===== src/rtl/alu_seq_pkg.sv =====
// Shared opcode constants, FSM state encoding and flag bit positions for alu_seq.
package alu_seq_pkg;

  // Operation codes; 11-15 are illegal.
  localparam logic [3:0] OP_ADD = 4'd0;
  localparam logic [3:0] OP_ADC = 4'd1;
  localparam logic [3:0] OP_SUB = 4'd2;
  localparam logic [3:0] OP_SBB = 4'd3;
  localparam logic [3:0] OP_AND = 4'd4;
  localparam logic [3:0] OP_OR  = 4'd5;
  localparam logic [3:0] OP_XOR = 4'd6;
  localparam logic [3:0] OP_NOT = 4'd7;
  localparam logic [3:0] OP_SHL = 4'd8;
  localparam logic [3:0] OP_SHR = 4'd9;
  localparam logic [3:0] OP_MUL = 4'd10;

  // Bit positions inside flags = {V,N,Z,C}.
  localparam int FLAG_C = 0;
  localparam int FLAG_Z = 1;
  localparam int FLAG_N = 2;
  localparam int FLAG_V = 3;

  typedef enum logic [1:0] {
    S_IDLE = 2'd0,
    S_BUSY = 2'd1,
    S_DONE = 2'd2
  } state_e;

endpackage


===== src/rtl/alu_seq_comb.sv =====
// Single-cycle datapath for opcodes 0-7: result, carry/borrow and signed overflow.
module alu_seq_comb
  import alu_seq_pkg::*;
#(
  parameter int WIDTH = 8
) (
  input  logic [3:0]       op,
  input  logic [WIDTH-1:0] a,
  input  logic [WIDTH-1:0] b,
  input  logic             cin,
  output logic [WIDTH-1:0] res,
  output logic             carry,
  output logic             ovf
);

  logic [WIDTH:0] wide;
  logic           cin_eff;

  // Arithmetic is done one bit wider so the top bit is carry-out (add) or borrow (sub).
  always_comb begin
    // NOTE: every output gets a default first so no path through the case can infer a latch.
    res     = '0;
    carry   = 1'b0;
    ovf     = 1'b0;
    wide    = '0;
    cin_eff = ((op == OP_ADC) || (op == OP_SBB)) ? cin : 1'b0;
    case (op)
      OP_ADD, OP_ADC: begin
        wide  = {1'b0, a} + {1'b0, b} + (WIDTH+1)'(cin_eff);
        res   = wide[WIDTH-1:0];
        carry = wide[WIDTH];
        ovf   = (a[WIDTH-1] == b[WIDTH-1]) && (res[WIDTH-1] != a[WIDTH-1]);
      end
      OP_SUB, OP_SBB: begin
        // A negative difference leaves bit WIDTH set, i.e. a < b + cin.
        wide  = {1'b0, a} - {1'b0, b} - (WIDTH+1)'(cin_eff);
        res   = wide[WIDTH-1:0];
        carry = wide[WIDTH];
        ovf   = (a[WIDTH-1] != b[WIDTH-1]) && (res[WIDTH-1] != a[WIDTH-1]);
      end
      OP_AND: res = a & b;
      OP_OR:  res = a | b;
      OP_XOR: res = a ^ b;
      OP_NOT: res = ~a;
      default: res = '0;
    endcase
  end

endmodule


===== src/rtl/alu_seq.sv =====
// Sequential ALU: single-cycle ops via alu_seq_comb, bit-serial shifts and a
// shift-add multiplier iterated in a BUSY state, result held in DONE until taken.
module alu_seq
  import alu_seq_pkg::*;
#(
  parameter int WIDTH = 8
) (
  input  logic             clk,
  input  logic             rst,
  input  logic             in_valid,
  output logic             in_ready,
  input  logic [3:0]       op,
  input  logic [WIDTH-1:0] a,
  input  logic [WIDTH-1:0] b,
  output logic             out_valid,
  input  logic             out_ready,
  output logic [WIDTH-1:0] result,
  output logic [3:0]       flags
);

  localparam int SW = $clog2(WIDTH);
  localparam int CW = SW + 1;

  state_e             state;
  logic [3:0]         op_q;
  logic [WIDTH-1:0]   a_q;       // shift register for SHL/SHR, multiplicand for MUL
  logic [2*WIDTH-1:0] prod_q;    // {partial sum, remaining multiplier bits}
  logic [CW-1:0]      cnt_q;     // iterations left in BUSY

  logic [WIDTH-1:0]   comb_res;
  logic               comb_c;
  logic               comb_v;

  logic [SW-1:0]      shamt;
  logic [WIDTH:0]     mul_sum;
  logic [2*WIDTH-1:0] mul_next;
  logic [WIDTH-1:0]   sh_next;
  logic               sh_out;

  logic               fin;
  logic [WIDTH-1:0]   fin_res;
  logic               fin_c;
  logic               fin_v;

  alu_seq_comb #(.WIDTH(WIDTH)) u_comb (
    .op    (op),
    .a     (a),
    .b     (b),
    .cin   (flags[FLAG_C]),
    .res   (comb_res),
    .carry (comb_c),
    .ovf   (comb_v)
  );

  // One iteration step of the multiplier and shifter, and the values committed on entering DONE.
  always_comb begin
    shamt    = b[SW-1:0];
    mul_sum  = {1'b0, prod_q[2*WIDTH-1:WIDTH]} + (prod_q[0] ? {1'b0, a_q} : '0);
    mul_next = {mul_sum, prod_q[WIDTH-1:1]};
    if (op_q == OP_SHR) begin
      sh_next = {1'b0, a_q[WIDTH-1:1]};
      sh_out  = a_q[0];
    end else begin
      sh_next = {a_q[WIDTH-2:0], 1'b0};
      sh_out  = a_q[WIDTH-1];
    end

    fin     = 1'b0;
    fin_res = '0;
    fin_c   = 1'b0;
    fin_v   = 1'b0;
    case (state)
      S_IDLE: begin
        if (in_valid) begin
          if ((op == OP_SHL) || (op == OP_SHR)) begin
            if (shamt == '0) begin
              fin     = 1'b1;
              fin_res = a;
            end
          end else if (op == OP_MUL) begin
            fin = 1'b0;
          end else if (op <= OP_NOT) begin
            fin     = 1'b1;
            fin_res = comb_res;
            fin_c   = comb_c;
            fin_v   = comb_v;
          end else begin
            fin = 1'b1;   // illegal op: zero result, only Z set
          end
        end
      end
      S_BUSY: begin
        if (cnt_q == CW'(1)) begin
          fin = 1'b1;
          if (op_q == OP_MUL) begin
            fin_res = mul_next[WIDTH-1:0];
            fin_c   = |mul_next[2*WIDTH-1:WIDTH];
            fin_v   = fin_c;
          end else begin
            fin_res = sh_next;
            fin_c   = sh_out;
          end
        end
      end
      default: fin = 1'b0;
    endcase
  end

  // Control FSM with registered handshake outputs, result and flags.
  always_ff @(posedge clk) begin
    // NOTE: sequential state uses non-blocking assignments so every register samples pre-edge values.
    if (rst) begin
      state     <= S_IDLE;
      in_ready  <= 1'b1;
      out_valid <= 1'b0;
      result    <= '0;
      flags     <= '0;
      op_q      <= '0;
      a_q       <= '0;
      prod_q    <= '0;
      cnt_q     <= '0;
    end else begin
      case (state)
        S_IDLE: begin
          if (in_valid) begin
            op_q   <= op;
            a_q    <= a;
            prod_q <= {{WIDTH{1'b0}}, b};
            cnt_q  <= (op == OP_MUL) ? CW'(WIDTH) : CW'(shamt);
            if (!fin) begin
              state    <= S_BUSY;
              in_ready <= 1'b0;
            end
          end
        end
        S_BUSY: begin
          cnt_q <= cnt_q - CW'(1);
          if (op_q == OP_MUL) prod_q <= mul_next;
          else                a_q    <= sh_next;
        end
        S_DONE: begin
          if (out_ready) begin
            state     <= S_IDLE;
            in_ready  <= 1'b1;
            out_valid <= 1'b0;
          end
        end
        default: state <= S_IDLE;
      endcase

      // Entering DONE overrides the state-local updates above.
      if (fin) begin
        state     <= S_DONE;
        in_ready  <= 1'b0;
        out_valid <= 1'b1;
        result    <= fin_res;
        flags     <= {fin_v, fin_res[WIDTH-1], (fin_res == '0), fin_c};
      end
    end
  end

endmodule


===== config.mk =====
export PLATFORM = sky130hd
export DESIGN_NAME = alu_seq
export DESIGN_NICKNAME = d
export VERILOG_FILES = /design/src/rtl/alu_seq_pkg.sv /design/src/rtl/alu_seq_comb.sv /design/src/rtl/alu_seq.sv
export SDC_FILE = /design/constraint.sdc
export NUM_CORES = 1
export LEC_CHECK = 0
export BUFFER_PORTS_ARGS = -buffer_cell sky130_fd_sc_hd__buf_2
export CAP_MARGIN = 40
export CELL_PAD_IN_SITES_DETAIL_PLACEMENT = 0
export CELL_PAD_IN_SITES_GLOBAL_PLACEMENT = 1
export CORE_ASPECT_RATIO = 0.6
export CORE_UTILIZATION = 40
export CTS_CLUSTER_SIZE = 40
export DETAILED_ROUTE_END_ITERATION = 10
export PLACE_DENSITY_LB_ADDON = 0.1
export SLEW_MARGIN = 40
export SYNTH_ARGS = -nofsm -noshare
export SYNTH_HDL_FRONTEND = slang
export SYNTH_SLANG_ARGS = --single-unit

===== constraint.sdc =====
create_clock -name clk -period 4.2 [get_ports clk]
set_input_delay 0.63 -clock clk [delete_from_list [all_inputs] [get_ports clk]]
set_output_delay 0.63 -clock clk [all_outputs]
set_load 0.005 [all_outputs]

==> impl_metrics.toml, run 1 <==
[clock_network]
cts_tree = "built"
clkLatencyLatePin_ns = 0.29
clockRootBuffer = "clkbuf_16"
htree_num_levels = 2
path_clk_slew_ns = 0.06
cts_resized = 0
cts_sinks = 47
ctsLongestPathBuffers = 2
post-cts-setup-buffer-count = 0
cts_hold_buf = 0
cts_buffers = 5

[grt]
grt_pass1_vias = 3615
grt_pass1_wl_mm = 19.8
grt_max_degree = 48
grt_use_total_pct = 23.9
grt-ovfl-total = 0
grt_antenna_before_repair = 0

[worst_setup_path]
startpoint_type = "input port"
reg2reg_setup_slack_ns = 1.03
critPathMaxStageDelay_ns = 0.46
reg2reg_depth = 12
path_cells = "buf_2 > nand3_1 > inv_1 > fa_1 > ha_1 > o21ai_0 > a2111oi_0 > a311oi_1 > nor3_1 > a211oi_1 > inv_1 > o31ai_2"
critPathKind = "in -> reg"
cp.arrival_ns = 3.66
crit_slowest_cell = "fa_1"
cp_top_family = "compound AO/OA/AOI/OAI gates"
worst-path-buf-inv = 3
crit_required_ns = 4.41
critical_path.max_fanout = 16
path_depth = 12
end_kind = "register"
crit_top_cell = "inv_1"

[floorplan]
start_util_pct = 41.6
dieArea_mm2 = 0.0108
rows = 28
die_width_um = 133
dieHeight_um = 80.8
core_area_mm2 = 0.00995
ios = 38

[yosys]
syn-instance-count = 525
synth.net_count = 594
ys_ff_latch = 47
synth_area_mm2 = 0.00414
ys_seq_area_share_pct = 22.7
synth_flop_cell = "dfxtp_1"
synth_edf_count = 0
ys.warnings.count = 0
syn_area_per_cell_um2 = 7.88
yosysUniqueCellTypes = 69
synthArstFlopShare_pct = 0

[drt]
top_layer = "met4"
drc_errors = 0
drt-pass1-iter-count = 5
vias_per_cell = 5.76
wl_met1_mm = 6.76
wl_per_cell_um = 18.3
ant_nets = 0
vias = 3914
drt_iter0_markers = 322
totalWireLength_mm = 12.4
met2_wirelength_mm = 4.83
wl_met3_um = 750

[timing]
skew_ns = 0.00694
setup_viol_count_final = 0
post-route-period-util_pct = 82.1
period_minus_slack_ns = 3.45
maxSlewViolCount = 0
fin_setup_tns_ns = 0
worst_pin_slew_ns = 0.805
slew_headroom_pct = 46.1
timing.fmax_mhz = 290
hold_viol_final = 0
grt_setup_unrepaired = "false"

[cells_and_area]
n_fill_cell = 1019
layout-drive-gt1-share_pct = 14.3
syn2layout_area_growth_pct = 10.6
n_antenna_cell = 0
final_cell_mix = "60 x nand2_1, 53 x nor2_1, 47 x dfxtp_1, 43 x a21oi_1, 40 x ha_1"
final_area_mm2 = 0.00458
final_nets = 614
final_common_cell = "nand2_1"

[place]
io_buffers = 37
postPlaceCellArea_mm2 = 0.00442
hpwl_mm = 9.72
routabilityCongestion = 0.835

[hold_path]
hold_class = "reg -> reg"
holdPathStages = 2

[job]
drv_cap = 0

[power_and_ir_drop]
p_sw_share_pct = 33.7
comb_power_share_pct = 31.4
leakagePower_nw = 1.93
seqPwrFrac_pct = 37.0
power_per_cell_area_mw_per_mm2 = 312
ir_worst_vdd_uv = 170
intPower_w = 0.000948
clkPwrFrac_pct = 31.6
p_switching_w = 0.000481

[status]
status = "finished clean"
kinds of logic after synthesis:
group                      Yosys count  share of synthesized area, %
and+or+nand+nor                    189                          22.4
buffers and inverters               69                          6.77
DFF                                 47                          22.7
xor gates and xnor gates            15                          3.18
muxes                               21                          7.02
adders and majority gates           45                          14.5
AOI/OAI and AO/OA                  139                          23.3
synthesized netlist by cell type, types with 7 or more instances:
master    count  area (um^2)
a211oi_1     18          135
a21oi_1      43          215
a311oi_1     11         96.3
and2_1        8         50.1
clkbuf_1     22         82.6
dfxtp_1      47          941
ha_1         40          500
inv_1        37          139
mux2i_1      11          110
nand2_1      60          225
nand2b_1      9         56.3
nand3_1      10         50.1
nor2_1       53          199
nor3_1        9         45.0
o211ai_1      7         52.6
o21ai_0      16         80.1
xor2_1        9         78.8
state kept, by name, indices dropped and copies added (netlist names):
register	cells
state	2
prod_q	16
op_q	4
in_ready	1
flags	4
out_valid	1
a_q	8
cnt_q	4
result	7
power by group through the flow:
stage               Sequential (W)  Clock, W  Combinational [W]
finish                    0.000529  0.000452           0.000448
global route              0.000534  0.000480           0.000500
CTS                       0.000528  0.000462           0.000446
detailed placement        0.000537         0           0.000444
global placement          0.000537         0           0.000441
floorplan                 0.000520         0           0.000326
worst paths after layout:
check                               start        end
worst max-delay path                op[0]   flags[1]
worst min-delay path            result[1]  result[1]
worst max register to register   flags[0]   flags[1]
worst min register to register  result[1]  result[1]
tightest hold or removal path: cells and delay by family, from the launching register on:
family	cells	cell delay, ns
simple gates	1	0.05
compound gates	1	0.05
flops	1	0.31
area by class of cell:
class                           instances  area, um^2  area share, %
Clock buffer                            6         129           2.82
Tap cell                              135         169           3.69
Clock inverter                          1        30.0          0.656
Multi-Input combinational cell        409        2930           63.9
Timing Repair Buffer                   44         240           5.25
Inverter                               38         143           3.12
Sequential cell                        47         941           20.6
metrics by stage:
stage | instances | total power, W | util (%) | hold slack, ns | setup slack, ns
finish | 680 | 0.00143 | 46.0 | 0.458 | 0.753
global route | 680 | 0.00151 | 46.0 | 0.502 | 0.398
CTS | 680 | 0.00144 | 46.0 | 0.460 | 0.789
detailed placement | 673 | 0.000981 | 44.4 | 0.451 | 0.488
global placement | 673 | 0.000978 | 44.4 | 0.449 | 0.626
floorplan | 525 | 0.000846 | - | 0.436 | 0.646
per-layer routing:
layer  vias to the layer above  GRT usage [%]
met1                      1859           37.1
met4                         0           3.52
met5                         -              0
li1                       1919              -
met2                       127           34.6
met3                         9           3.93
Power figures use the tool's default switching activity.
==> inputs of run 2 (changes only) <==
==> constraint.sdc (replaced) <==
create_clock -name clk -period 3 [get_ports clk]
set_input_delay 0.45 -clock clk [delete_from_list [all_inputs] [get_ports clk]]
set_output_delay 0.45 -clock clk [all_outputs]
set_load 0.005 [all_outputs]
==> impl_metrics.toml, run 2 (synthesis gave the netlist of run 1 again) <==
[drt]
drt-pass1-iter-count = 5
vias_per_cell = 5.65
vias = 4014
drc_errors = 0
totalWireLength_mm = 12.9
wl_per_cell_um = 18.1
ant_nets = 0
drt_iter0_markers = 311

[clock_network]
clkLatencyLatePin_ns = 0.29
path_clk_slew_ns = 0.07
cts_buffers = 5
cts_hold_buf = 0
ctsLongestPathBuffers = 2
htree_num_levels = 2
cts_resized = 0
clockRootBuffer = "clkbuf_16"
post-cts-setup-buffer-count = 0
cts_tree = "built"
cts_sinks = 47

[grt]
gr-usage-met2_pct = 34.6
grt-ovfl-total = 0
grt_antenna_before_repair = 0
grt_pass1_vias = 3735
grt_use_total_pct = 25.2
grt_pass1_wl_mm = 20.7
use_met1_pct = 39.1
grtUsageMet3_pct = 6.18
busiest_layer = "met1"
grt_max_degree = 48

[timing]
timing.fmax_mhz = 351
worst_pin_slew_ns = 0.642
period_minus_slack_ns = 2.85
maxSlewViolCount = 0
post-route-period-util_pct = 95.1
fin_hold_ws_ns = 0.439
slew_headroom_pct = 57.1
skew_ns = 0.00590
hold_viol_final = 0
setup_viol_count_final = 0

[power_and_ir_drop]
power_per_cell_area_mw_per_mm2 = 413
leakagePower_nw = 2.07
ir_worst_vdd_uv = 213

[cells_and_area]
n_fill_cell = 1015
reg.largest.list = "prod_q (16), a_q (8), result (7)"
final_cell_mix = "60 x nand2_1, 52 x nor2_1, 47 x dfxtp_1, 43 x a21oi_1, 40 x ha_1"
seq_area_um2 = 941
largest_reg_flops = 16
top_register = "prod_q"
n_antenna_cell = 0
layout-drive-gt1-share_pct = 20.0
final_common_cell = "nand2_1"
syn2layout_area_growth_pct = 16.4
multi_input_area_mm2 = 0.00297
fin_util_pct = 48.4
final_cells = 710
final_nets = 643

[place]
hpwl_mm = 10.2
io_buffers = 37
routabilityCongestion = 0.869
dp_cells = 702

[floorplan]
rows = 28
ios = 38
die_width_um = 133
dieHeight_um = 80.8
core_area_mm2 = 0.00995
start_util_pct = 41.6
dieArea_mm2 = 0.0108

[job]
drv_cap = 0

[worst_setup_path]
critPathKind = "reg -> reg"
r2r_start = "flags[0]"
cp-endpoint = "result[1]"
critical_path.max_fanout = 3
crit_start = "flags[0]"
startpoint_type = "register"
rr_endpoint = "result[1]"
reg2reg_depth = 10
crit_required_ns = 3.22
reg2reg_setup_slack_ns = 0.15
end_kind = "register"
cp.arrival_ns = 3.07

[status]
status = "finished clean"

[hold_path]
hold_class = "in -> reg"
-- run 2: how the worst min path moves through the flow --
stage,start,to,slack [ns],cells after the start
floorplan,prod_q[8],prod_q[8],0.44,2
global placement,result[1],result[1],0.44,2
detailed placement,result[3],result[3],0.46,2
CTS,out_ready,in_ready,0.43,2
global route,out_ready,in_ready,0.45,2
finish,out_ready,in_ready,0.44,2
-- run 2: area by class of cell --
| cell class | instances | share of cell area [%] |
|---|---|---|
| inverters | 38 | 2.96 |
| well taps | 135 | 3.51 |
| multi-input cells | 409 | 61.6 |
| clock inverters | 1 | 0.104 |
| clock buffers | 7 | 2.75 |
| repair buffers | 73 | 9.51 |
| flip-flops and latches | 47 | 19.5 |
-- run 2: report_power, final --
part / internal, W / total, W / switching [W]
clock network: 0.000309 / 0.000547 / 0.000239
registers: 0.000680 / 0.000737 / 0.0000570
logic: 0.000302 / 0.000704 / 0.000402
total: 0.00129 / 0.00199 / 0.000697
-- run 2: layer usage --
metal  up-vias  part of all wire [%]
met4         0                  0.37
met5         -                     0
met1      1916                    55
li1       1976                     -
met2       116                    38
met3         6                   7.1
-- run 2: through the flow --
stage / cell area [um^2] / setup WS (ns) / TNS, ns / power, W
finish: 4820 / 0.147 / 0 / 0.00199
global route: 4820 / -0.0116 / -0.0116 / 0.00211
CTS: 4790 / 0.0937 / 0 / 0.00198
detailed placement: 4650 / -0.152 / -0.456 / 0.00143
global placement: 4650 / -0.105 / -0.319 / 0.00143
floorplan: 4170 / 0.0123 / 0 / 0.00119
-- run 2: critical path: stages (launching register included) --
cell and delay (ns):
dfxtp_1 0.35, nand3_1 0.12, inv_1 0.07, fa_1 0.41, fa_2 0.53, inv_1 0.04
mux4_2 0.48, o21ai_0 0.31, a221oi_1 0.18, buf_4 0.17, a21oi_1 0.12
